==> src/rtl/truth_table_sweeper.sv <==
// Self-timed truth-table sweeper: drives every input vector, holds it, captures y per vector.
// Optional TT_SWEEP_GRAY_EN applies vectors in Gray-code order instead of binary ascending.
module truth_table_sweeper #(
    parameter int N_IN         = 3,
    parameter int DWELL_CYCLES = 10
) (
    input  logic                 i_clk,
    input  logic                 i_reset,
    input  logic                 i_start,
    output logic [N_IN-1:0]      o_vec,
    input  logic                 i_y,
    output logic                 o_busy,
    output logic                 o_done,
    output logic [2**N_IN-1:0]   o_truth_table
);

    localparam int NV = 2**N_IN;
    localparam int DW = (DWELL_CYCLES > 1) ? $clog2(DWELL_CYCLES) : 1;

    typedef enum logic [1:0] {
        S_IDLE  = 2'd0,
        S_APPLY = 2'd1,
        S_DONE  = 2'd2
    } state_t;

    state_t            r_state, w_state_nxt;
    logic [DW-1:0]     r_dwell, w_dwell_nxt;
    logic [N_IN-1:0]   r_step,  w_step_nxt;
    logic [N_IN-1:0]   r_vec,   w_vec_nxt;
    logic [NV-1:0]     r_tt,    w_tt_nxt;
    logic [N_IN-1:0]   w_step_inc;
    logic [N_IN-1:0]   w_vec_inc;
    logic              w_dwell_tc;
    logic              w_last;

    assign w_step_inc = r_step + N_IN'(1);
`ifdef TT_SWEEP_GRAY_EN
    assign w_vec_inc  = w_step_inc ^ (w_step_inc >> 1);
`else
    assign w_vec_inc  = w_step_inc;
`endif
    assign w_dwell_tc = (r_dwell == DW'(DWELL_CYCLES - 1));
    assign w_last     = (r_step == N_IN'(NV - 1));

    always_ff @(posedge i_clk) begin
        if (i_reset) begin
            r_state <= S_IDLE;
            r_dwell <= '0;
            r_step  <= '0;
            r_vec   <= '0;
            r_tt    <= '0;
        end else begin
            r_state <= w_state_nxt;
            r_dwell <= w_dwell_nxt;
            r_step  <= w_step_nxt;
            r_vec   <= w_vec_nxt;
            r_tt    <= w_tt_nxt;
        end
    end

    always_comb begin
        w_state_nxt = r_state;
        w_dwell_nxt = r_dwell;
        w_step_nxt  = r_step;
        w_vec_nxt   = r_vec;
        w_tt_nxt    = r_tt;
        case (r_state)
            S_IDLE: begin
                if (i_start) begin
                    w_tt_nxt    = '0;
                    w_vec_nxt   = '0;
                    w_dwell_nxt = '0;
                    w_step_nxt  = '0;
                    w_state_nxt = S_APPLY;
                end
            end
            S_APPLY: begin
                // Capture on the last dwell cycle, indexed by the applied vector.
                if (w_dwell_tc) begin
                    w_tt_nxt[r_vec] = i_y;
                    w_dwell_nxt     = '0;
                    if (w_last) begin
                        w_step_nxt  = '0;
                        w_vec_nxt   = '0;
                        w_state_nxt = S_DONE;
                    end else begin
                        w_step_nxt  = w_step_inc;
                        w_vec_nxt   = w_vec_inc;
                    end
                end else begin
                    w_dwell_nxt = r_dwell + DW'(1);
                end
            end
            S_DONE: begin
                w_state_nxt = S_IDLE;
            end
            default: begin
                w_state_nxt = S_IDLE;
            end
        endcase
    end

    assign o_vec         = r_vec;
    assign o_busy        = (r_state == S_APPLY);
    assign o_done        = (r_state == S_DONE);
    assign o_truth_table = r_tt;

endmodule
==> config.mk <==
export PLATFORM = sky130hd
export DESIGN_NAME = truth_table_sweeper
export DESIGN_NICKNAME = d
export VERILOG_FILES = /design/src/rtl/truth_table_sweeper.sv
export SDC_FILE = /design/constraint.sdc
export NUM_CORES = 1
export LEC_CHECK = 0
export CAP_MARGIN = 10
export CORE_MARGIN = 5
export CORE_UTILIZATION = 54
export CTS_BUF_LIST = sky130_fd_sc_hd__clkbuf_2 sky130_fd_sc_hd__clkbuf_4 sky130_fd_sc_hd__clkbuf_8
export DETAILED_ROUTE_END_ITERATION = 10
export PLACE_DENSITY = 0.81
export SLEW_MARGIN = 20
export SYNTH_ARGS = -nofsm -noshare
export SYNTH_HDL_FRONTEND = slang
export SYNTH_SLANG_ARGS = --single-unit
==> constraint.sdc <==
create_clock -name i_clk -period 1.6 [get_ports i_clk]
set_input_delay 0.16 -clock i_clk [delete_from_list [all_inputs] [get_ports i_clk]]
set_output_delay 0.16 -clock i_clk [all_outputs]
set_load 0.02 [all_outputs]
# Word-level counts from Yosys, hierarchy flattened
# Index checks and enable logic that the tools add are counted.
totals:
  reg_bits: 17
  latch_bits: 0
  mem_bits_rw: 0
  romBits: 0
  input_bits: 4
  out_inout_bits: 13
  elab_cells: 38
  mem_count: 0
op_classes:
  n_addsub: 2
  n_mul: 0
  div: 0
  order_cmp: 2
  eq_ne: 7
  shift: 0
  muxes: 17
  n_bitwise: 0
  reduce_logical: 6
op_table:
  columns: ["op", "n"]
  rows:
  - ["two-way mux 8 bit", 2]
  - ["one-hot mux 8 bit (2 select lines)", 1]
  - ["two-way mux 3 bit", 3]
  - ["bitwise mux 8 bit", 1]
  - ["two-way mux 4 bit", 2]
  - ["one-hot mux 4 bit (2 select lines)", 1]
  - ["two-way mux 2 bit", 3]
  - ["one-hot mux 3 bit (2 select lines)", 1]
  - ["AND reduction 3 bit", 2]
  - ["adder 4 x 1 -> 4 bit (second input constant)", 1]
  - ["== test 4 bit (second input constant)", 1]
  - ["< comparator 3 x 4 -> 1 bit (second input constant)", 1]
  - ["inequality test 2 x 1 -> 1 bit (second input constant)", 2]
  - ["one-hot mux 2 bit (2 select lines)", 1]
  - ["adder 3 x 1 -> 3 bit (second input constant)", 1]
  - ["demux 1 bit (select 3 bit)", 1]
  - ["== test 3 bit (second input constant)", 1]
  - [">= comparator 3 x 1 -> 1 bit (second input constant)", 1]
  - ["== test 2 x 1 -> 1 bit (second input constant)", 1]
  - ["== test 2 bit (second input constant)", 1]
  - ["zero test 2 bit", 1]
  - ["inequality test 2 bit (second input constant)", 1]
  - ["AND reduction 2 bit", 1]
  - ["nonzero test 2 bit", 1]
  - ["2 further kinds", 2]

# Longest topological paths before layout
# Gate-level depths: netlist of the first run.
depth:
  word_depth: 7
  ltp_mapped: 6
  depth_no_buf: 5

# Worst setup path before layout of the first run
# OpenSTA, ideal clock, no wires.
synth_timing:
  path_kind: "flip-flop to flip-flop"
  startpoint: "register r_vec[2] (netlist: o_vec[2])"
  endpoint: "register r_tt[4] (netlist: o_truth_table[4])"
  setup_time_ps: 130
  arrival_ps: 1287
  required_time_ps: 1470
  slack_ps: 183
  path_stages_with_launch: 5
  path_buffers: 1
  period_less_slack_ps: 1417
  path_cell_list: "dfxtp_1 buf_6 or3b_1 a221oi_1 o32ai_1"
synth_between:
  elab_chain_cells: 7
  word_cells_on_any_way: 8
  cone_classes: "2 x order compare; 5 x mux; 1 x reduce/logical"
synth_lines:
  columns: ["element", "line_no", "source"]
  rows:
  - ["start: declaration", "29", "logic [N_IN-1:0] r_vec, w_vec_nxt;"]
  - ["start signal: assignment", "56", "r_vec <= w_vec_nxt;"]
  - ["< comparator 3 x 4 -> 1 bit (implied by the code) or >= comparator 3 x 1 -> 1 bit (tied branches)", "80", "w_tt_nxt[r_vec] = i_y;"]
  - ["logical AND 1 bit (implied by the code)", "80", null]
  - ["two-way mux 1 bit (implied by the code)", "80", null]
  - ["demux 1 bit (select 3 bit) *", "80", null]
  - ["bitwise mux 8 bit *", "80", null]
  - ["two-way mux 8 bit *", "79", "if (w_dwell_tc) begin"]
  - ["one-hot mux 8 bit (2 select lines) *", "67", "case (r_state)"]
  - ["end signal: assignment", "57", "r_tt <= w_tt_nxt;"]
  - ["end: declaration", "30", "logic [NV-1:0] r_tt, w_tt_nxt;"]
# Mark *: on every way between the ends. The rest lies on a longest branch, timed or not. The select of a mux whose other input is x is not followed.
# A chain may end at the register's enable or synchronous reset.

# Worst setup path after layout of the first run
layout_timing:
  startpoint: "register r_vec[2] (netlist: o_vec[2])"
  endpoint: "output port o_vec[2]"
layout_rtl:
  columns: ["element", "line_no", "source"]
  rows:
  - ["end: declaration", "10", "output logic [N_IN-1:0] o_vec,"]
# No word-level cell between the ends.

==> run_results.csv, run 1 <==
group,metric,value,unit
run_status,outcome,"finished, final reports clean",
critical_path,path_max_fanout,10,
critical_path,critical-path-top-delay-family,"buffers and inverters",
sta,fin_setup_tns,0,ns
floorplan,start_util,56.74,%
critical_path,cp.depth,1,
power,p_leak,0.4605,nW
critical_path,startpoint_type,"flop",
global_route,grt_start_max_net_pins,15,
clock_network,cts_buffers,3,
sta,rsz0062_at_grt,"no",
sta,skew,0.002270,ns
global_route,antenna_found_initial,0,
floorplan,die_area,2766,um^2
critical_path,rr_startpoint,"r_dwell[1]",
routing,wl,2383,um
routing,vias,949,
yosys,synth_area,979.7,um^2
sta,slew_viol_final,0,
min_path,hold_path_depth,2,
final_layout,drive_above_1_share,19.08,%
floorplan,core,1727,um^2
yosys,syn_avg_cell_area,8.906,um^2
min_path,hold_end,"o_truth_table[7]",
floorplan,io_pins,17,
yosys,synth-edff-count,0,
critical_path,cpPeakStageDelay,0.64,ns
routing,ant_nets,0,
final_layout,register_area,347.8,um^2
final_layout,multi_input_area,553.0,um^2
critical_path,r2r_cells,6,
final_layout,num_antenna_cells,0,
yosys,ys_ff_latch,17,
final_layout,synthToLayoutAreaGrowth,25.54,%
final_layout,layout_common_cells,"clkdlybuf4s50_1 (12), dfxtp_1 (11), buf_4 (11), nand2b_1 (9)",
sta,min_period_over_period,95.28,%
final_layout,stdcell_count,156,
global_route,grt_pass1_wl,3967,um
final_layout,postLayoutCellArea,1230,um^2
clock_network,cts_tree,"built",
sta,max_freq,656.0,MHz
routing,wl_per_cell,15.28,um
placement,gp_congestion,0.8717,
yosys,synth_cells,110,
routing,drc,0,
critical_path,regToRegEndpoint,"o_vec[1]",
placement,dp_hpwl,1658,um
yosys,synthArstFlopShare,0,%
global_route,grt.total_usage,19.28,%
yosys,ys.warnings.count,0,
final_layout,fillers,155,
routing,drt-initial-drc-count,34,
routing,dr.pass1.iters,4,
clock_network,clk_pin_slew,0.10,ns
floorplan,die_width,52.60,um
yosys,yosysSeqAreaShare,34.74,%
floorplan,rows,15,
clock_network,root_buffer,"clkbuf_4",
power,max-vdd-ir-drop,0.7834,mV
sta,finalCriticalPeriod,1.524,ns
critical_path,rrSetupSlack,0.13,ns
placement,numPortBuffers,16,
sta,worstMarginPinSlew,0.4128,ns
critical_path,endpoint_kind,"output pin",
critical_path,cp_num_buf_inv,1,
flow_run,maxCapViolations,0,
placement,dp_slack,0.05660,ns
critical_path,cp_data_required_time,1.44,ns
yosys,ys.flop_type,"dfxtp_1",
min_path,min_path_type,"flop to flop",
floorplan,die_y,52.60,um
min_path,hold_start,"o_truth_table[7]",
critical_path,crit_path_cell_trace,"clkdlybuf4s50_1",
clock_network,ctsHoldBuffers,0,
yosys,synth_cell_types,32,
global_route,grt_pass1_vias,916,
routing,viasPerCell,6.083,
power,p_per_area,641.4,nW/um^2
sta,setup_ws,0.07554,ns
clock_network,clkLatencyLatePin,0.28,ns
placement,placedCellCount,150,
clock_network,cts_sinks,17,
global_route,grt-ovfl-total,0,
critical_path,cp_data_arrival_time,1.36,ns
critical_path,crit_path_top_delay_cell,"clkdlybuf4s50_1",
clock_network,htree_num_levels,1,
sta,max_slew_margin,72.42,%
final_layout,nets,140,
critical_path,critPathKind,"flop to output pin",
sta,hold_viol_final,0,
final_layout,final_common_cell,"clkdlybuf4s50_1",
sta,setup_violations,0,
clock_network,cts_max_path_buffers,2,
placement,place_area,1167,um^2
yosys,syn_nets,118,
layout make-up:
cell class | count | area share, %
Sequential cell | 17 | 28.28
Tap cell | 25 | 2.543
Timing Repair Buffer | 27 | 19.94
Multi-Input combinational cell | 77 | 44.96
Clock buffer | 4 | 2.442
Inverter | 6 | 1.831
tightest hold or removal path: stages, from the launching register on:
cell and delay (ns):
dfxtp_1 0.32, inv_1 0.04, o32ai_1 0.07
synthesized netlist by cell type (2+ instances only):
cell type,count,share of area [%]
o211ai_1,3,2.3
nand4b_1,2,1.8
o32ai_1,5,4.5
or3b_1,2,1.8
o2111ai_1,2,1.8
a221oi_1,7,6.3
inv_1,6,2.3
dfxtp_1,17,35
nand2_1,6,2.3
nand2b_1,9,5.7
nand3_1,5,2.6
nand3b_1,4,3.1
nor3b_1,3,2.3
clkbuf_1,2,0.77
buf_6,3,3.4
a21oi_1,5,2.6
o21ai_0,3,1.5
buf_4,2,1.5
ha_1,4,5.1
buf_2,3,1.5
or3_1,5,3.2
o22ai_1,2,1.3
per-stage QoR:
step	hold slack [ns]	util (%)	total power [mW]
2_1_floorplan	0.4223	-	0.5135
5_1_grt	0.5202	71.23	0.8310
3_3_place_gp	0.4678	67.61	0.5451
4_1_cts	0.4795	69.57	0.7879
6_report	0.4748	71.23	0.7889
3_5_place_dp	0.4651	67.61	0.5484
cell families after synthesis:
logic type,synth area share [%]
flops,34.74
fa+ha+maj,5.109
buf+inv,9.578
compound gates,22.48
simple gates,28.10
what timing repair did:
action	4_1_cts	5_1_grt
resized for setup	7	5
pin swaps	0	0
setup buffers	0	2
endpoints found under the hold margin	0	0
endpoints found under the setup margin	5	9
worst max path at each step:
stage	end	start	slack, ns
6_report	o_vec[2]	o_vec[2]	0.08
5_1_grt	o_truth_table[4]	r_state[0]	0.03
4_1_cts	o_vec[1]	o_vec[1]	0.03
3_5_place_dp	o_truth_table[2]	i_start	0.06
3_3_place_gp	o_truth_table[2]	i_start	0.11
2_1_floorplan	o_truth_table[4]	o_vec[2]	0.18
where the power goes:
part,switching [mW],total (mW),internal (mW),leakage (nW)
clock,0.133,0.247,0.114,0.0184
combinational,0.0495,0.0991,0.0497,0.302
sequential,0.0133,0.443,0.430,0.140
metal layers:
metal | global-route usage (%) | wire, um | vias to the layer above
li1 | - | - | 466
met4 | 8.085 | 19 | 0
met3 | 4.558 | 175 | 2
met5 | 0 | 0 | -
met1 | 22.47 | 1021 | 439
met2 | 33.26 | 1167 | 42
flip-flops by register name, indices dropped and copies added (netlist names):
register       count
r_dwell            4
o_vec              3
r_state            2
o_truth_table      8
Power figures use the tool's default switching activity.
==> run 2: changes to the inputs <==
--- a/config.mk
+++ b/config.mk
@@ -11,6 +11,7 @@
 export CTS_BUF_LIST = sky130_fd_sc_hd__clkbuf_2 sky130_fd_sc_hd__clkbuf_4 sky130_fd_sc_hd__clkbuf_8
 export DETAILED_ROUTE_END_ITERATION = 10
 export PLACE_DENSITY = 0.81
+export RECOVER_POWER = 25
 export SLEW_MARGIN = 20
 export SYNTH_ARGS = -nofsm -noshare
 export SYNTH_HDL_FRONTEND = slang
==> run_results.csv, run 2 (synthesis gave the netlist of run 1 again) <==
group,metric,value,unit
global_route,grt.total_usage,19.28,%
floorplan,rows,15,
clock_network,root_buffer,"clkbuf_4",
run_status,outcome,"finished, final reports clean",
sta,max_freq,656.0,MHz
critical_path,r2r_cells,6,
sta,max_slew_margin,71.87,%
critical_path,critPathKind,"flop to output pin",
flow_run,maxCapViolations,0,
critical_path,cp_num_buf_inv,1,
min_path,hold_end,"o_truth_table[7]",
final_layout,synthToLayoutAreaGrowth,25.29,%
placement,place_area,1167,um^2
sta,hold_viol_final,0,
sta,rsz0062_at_grt,"no",
critical_path,cp_data_arrival_time,1.36,ns
sta,slew_viol_final,0,
placement,gp_congestion,0.8717,
min_path,min_path_type,"flop to flop",
critical_path,path_max_fanout,10,
routing,drt-initial-drc-count,34,
power,p_leak,0.4594,nW
final_layout,layout_common_cells,"dfxtp_1 (13), clkdlybuf4s50_1 (12), buf_4 (11), nand2b_1 (9)",
critical_path,cp_data_required_time,1.44,ns
routing,wl,2383,um
sta,setup_ws,0.07554,ns
critical_path,cpPeakStageDelay,0.64,ns
clock_network,cts_max_path_buffers,2,
global_route,antenna_found_initial,0,
routing,ant_nets,0,
floorplan,core,1727,um^2
placement,dp_hpwl,1658,um
floorplan,start_util,56.74,%
final_layout,largest_reg_flops,8,
min_path,hold_path_depth,2,
routing,wl_per_cell,15.28,um
sta,finalCriticalPeriod,1.524,ns
critical_path,rr_startpoint,"r_dwell[1]",
final_layout,final_common_cell,"dfxtp_1",
min_path,hold_start,"o_truth_table[7]",
sta,worstMarginPinSlew,0.4213,ns
final_layout,postLayoutCellArea,1227,um^2
final_layout,drive_above_1_share,17.56,%
final_layout,stdcell_count,156,
final_layout,nets,140,
power,max-vdd-ir-drop,0.7902,mV
routing,dr.pass1.iters,4,
clock_network,cts_buffers,3,
clock_network,htree_num_levels,1,
global_route,grt-ovfl-total,0,
clock_network,cts_tree,"built",
critical_path,endpoint_kind,"output pin",
routing,drc,0,
final_layout,num_antenna_cells,0,
clock_network,clk_pin_slew,0.10,ns
sta,fin_setup_tns,0,ns
clock_network,cts_sinks,17,
floorplan,die_width,52.60,um
placement,placedCellCount,150,
routing,vias,949,
floorplan,io_pins,17,
global_route,grt_pass1_wl,3967,um
critical_path,crit_path_cell_trace,"clkdlybuf4s50_1",
critical_path,rrSetupSlack,0.14,ns
power,p_per_area,642.7,nW/um^2
placement,numPortBuffers,16,
placement,dp_slack,0.05660,ns
clock_network,clkLatencyLatePin,0.28,ns
critical_path,startpoint_type,"flop",
global_route,grt_pass1_vias,916,
routing,viasPerCell,6.083,
sta,skew,0.002270,ns
critical_path,regToRegEndpoint,"o_vec[1]",
critical_path,crit_path_top_delay_cell,"clkdlybuf4s50_1",
critical_path,critical-path-top-delay-family,"buffers and inverters",
sta,setup_violations,0,
sta,min_period_over_period,95.28,%
floorplan,die_area,2766,um^2
global_route,grt_start_max_net_pins,15,
floorplan,die_y,52.60,um
-- run 2: cell counts in the layout (fill, tap and decap cells not counted) --
Identical to the previous run, type by type.
-- run 2: routing by layer --
layer	up-vias	track usage (%)	share of wire, %
li1	466	-	-
met1	439	22.47	43
met4	0	8.085	0.80
met2	42	33.26	49
met3	2	4.558	7.3
met5	-	0	0
-- run 2: how the worst max path moves through the flow --
stage | startpoint | endpoint | slack, ns | depth (start not counted)
finish | o_vec[2] | o_vec[2] | 0.08 | 1
global route | r_state[1] | o_busy | 0.02 | 3
CTS | o_vec[1] | o_vec[1] | 0.03 | 1
detailed placement | i_start | o_truth_table[2] | 0.06 | 4
global placement | i_start | o_truth_table[2] | 0.11 | 4
floorplan | o_vec[2] | o_truth_table[4] | 0.18 | 4
-- run 2: layout make-up --
class	instances	area (um^2)
inverters	6	22.52
multi-input cells	77	553.0
repair buffers	27	245.2
fillers	155	499.2
flip-flops and latches	17	345.3
clock buffers	4	30.03
well taps	25	31.28
-- run 2: stage by stage --
stage                     util, %  hold slack [ns]  total power, mW
after global placement      67.61           0.4678           0.5451
final                       71.09           0.4748           0.7889
after floorplan                 -           0.4223           0.5135
after CTS                   69.57           0.4795           0.7879
after detailed placement    67.61           0.4651           0.5484
after global routing        71.09           0.5202           0.8310
-- run 2: report_power, final --
group,switching [mW],internal [mW],total (mW)
logic,0.0495,0.0497,0.0991
clock network,0.133,0.114,0.247
registers,0.0133,0.430,0.443
total,0.196,0.593,0.789
-- run 2: timing repair --
action                     4_1_cts  5_1_grt
setup endpoints to repair        5        9
gates cloned                     0        0
setup buffers                    0        2
hold buffers                     0        0
hold endpoints to repair         0        0
resized for setup                7        5
==> run 3: changes to the inputs <==
--- a/config.mk
+++ b/config.mk
@@ -10,7 +10,7 @@
 export CORE_UTILIZATION = 54
 export CTS_BUF_LIST = sky130_fd_sc_hd__clkbuf_2 sky130_fd_sc_hd__clkbuf_4 sky130_fd_sc_hd__clkbuf_8
 export DETAILED_ROUTE_END_ITERATION = 10
-export PLACE_DENSITY = 0.81
+export PLACE_DENSITY_LB_ADDON = 0.15
 export RECOVER_POWER = 25
 export SLEW_MARGIN = 20
 export SYNTH_ARGS = -nofsm -noshare
==> run_results.csv, run 3 (synthesis gave the netlist of run 1 again) <==
group,metric,value,unit
run_status,outcome,"finished, final reports clean",
floorplan,start_util,56.74,%
min_path,min_path_type,"flop to flop",
global_route,antenna_found_initial,0,
clock_network,htree_num_levels,1,
sta,skew,0.0008944,ns
critical_path,rr_startpoint,"r_dwell[0]",
routing,wl,2361,um
flow_run,maxCapViolations,0,
final_layout,synthToLayoutAreaGrowth,22.22,%
final_layout,num_antenna_cells,0,
routing,drc,0,
clock_network,cts_sinks,17,
sta,max_freq,649.8,MHz
floorplan,core,1727,um^2
sta,slew_viol_final,0,
final_layout,largest_reg_flops,8,
critical_path,startpoint_type,"flop",
power,p_leak,0.4288,nW
routing,ant_nets,0,
critical_path,r2r_cells,4,
sta,fin_setup_tns,0,ns
clock_network,cts_buffers,3,
routing,vias,926,
critical_path,cp_num_buf_inv,1,
global_route,grt.total_usage,19.50,%
final_layout,final_common_cell,"clkdlybuf4s50_1",
clock_network,cts_tree,"built",
sta,finalCriticalPeriod,1.539,ns
clock_network,clkLatencyLatePin,0.29,ns
critical_path,crit_path_top_delay_cell,"clkdlybuf4s50_1",
final_layout,nets,137,
clock_network,cts_max_path_buffers,2,
min_path,hold_end,"o_truth_table[7]",
routing,wl_per_cell,15.43,um
floorplan,die_area,2766,um^2
min_path,hold_path_depth,2,
critical_path,cpPeakStageDelay,0.64,ns
min_path,hold_start,"o_truth_table[7]",
placement,dp_hpwl,1691,um
critical_path,cp_data_required_time,1.44,ns
sta,min_period_over_period,96.18,%
placement,gp_congestion,0.8794,
global_route,grt_start_max_net_pins,15,
final_layout,drive_above_1_share,15.63,%
global_route,grt_pass1_vias,890,
floorplan,die_width,52.60,um
critical_path,rrSetupSlack,0.11,ns
critical_path,critical-path-top-delay-family,"buffers and inverters",
sta,max_slew_margin,71.10,%
sta,rsz0062_at_grt,"yes",
floorplan,die_y,52.60,um
routing,dr.pass1.iters,4,
clock_network,root_buffer,"clkbuf_4",
floorplan,rows,15,
sta,worstMarginPinSlew,0.4326,ns
routing,viasPerCell,6.052,
power,power,0.7875,mW
clock_network,clk_pin_slew,0.10,ns
global_route,grt-ovfl-total,0,
critical_path,crit_path_cell_trace,"clkdlybuf4s50_1",
critical_path,critPathKind,"flop to output pin",
critical_path,regToRegEndpoint,"o_truth_table[4]",
global_route,grt_pass1_wl,3946,um
floorplan,io_pins,17,
placement,numPortBuffers,16,
final_layout,fillers,155,
critical_path,path_max_fanout,11,
critical_path,cp_data_arrival_time,1.38,ns
sta,hold_viol_final,0,
power,max-vdd-ir-drop,0.4774,mV
critical_path,endpoint_kind,"output pin",
power,p_per_area,657.7,nW/um^2
final_layout,layout_common_cells,"clkdlybuf4s50_1 (13), dfxtp_1 (12), nand2b_1 (9), buf_4 (8), a221oi_1 (7)",
routing,drt-initial-drc-count,15,
sta,setup_violations,0,
## run 3: cell types whose count changed in the layout (fill, tap and decap cells not counted)
cell / before / now
dfxtp_1: 13 / 12
a221oi_2: 1 / 0
dfxtp_2: 4 / 5
a221oi_1: 6 / 7
buf_4: 11 / 8
dlymetal6s2s_1: 2 / 1
clkdlybuf4s50_1: 12 / 13
## run 3: through the flow
stage,worst slack [ns],util [%],hold WS (ns),area [um^2],instances
after global placement,0.1133,67.17,0.4689,1160,149
final,0.06109,69.35,0.4812,1197,153
after CTS,0.01283,69.13,0.4876,1194,153
after detailed placement,0.06732,67.17,0.4730,1160,149
after global routing,-0.008189,69.35,0.5107,1197,153
after floorplan,0.1828,-,0.4223,979.7,110
## run 3: timing repair
action                                  CTS  global route
endpoints found under the hold margin     0             0
hold buffers                              0             0
resized for setup                         7             2
endpoints found under the setup margin    5             4
buffers inserted                          0             0
## run 3: how the worst max path moves through the flow
stage | startpoint | cells after the start | end
finish | o_vec[0] | 1 | o_vec[0]
global route | r_dwell[0] | 4 | o_truth_table[4]
detailed placement | i_start | 4 | o_vec[0]
floorplan | o_vec[2] | 4 | o_truth_table[4]
global placement | i_start | 4 | o_truth_table[2]
CTS | o_vec[1] | 1 | o_vec[1]
## run 3: where the power goes
| group | switching (mW) | internal (mW) | leakage, nW |
|---|---|---|---|
| Clock | 0.135 | 0.114 | 0.0184 |
| Combinational | 0.0496 | 0.0477 | 0.271 |
| Sequential | 0.0123 | 0.429 | 0.140 |
| Total | 0.197 | 0.591 | 0.429 |
## run 3: cell type report
cell class | instances | area [um^2] | share of cell area, %
Inverter | 6 | 22.52 | 1.881
Multi-Input combinational cell | 77 | 546.8 | 45.66
Sequential cell | 17 | 346.6 | 28.94
Timing Repair Buffer | 24 | 220.2 | 18.39
Tap cell | 25 | 31.28 | 2.612
Clock buffer | 4 | 30.03 | 2.508
## run 3: metal layers
layer	routed length, um	track usage, %	vias to the layer above
li1	-	-	453
met1	1056	25.22	436
met2	1137	29.55	29
met3	102	3.989	8
met4	64	11.49	0
met5	0	0	-
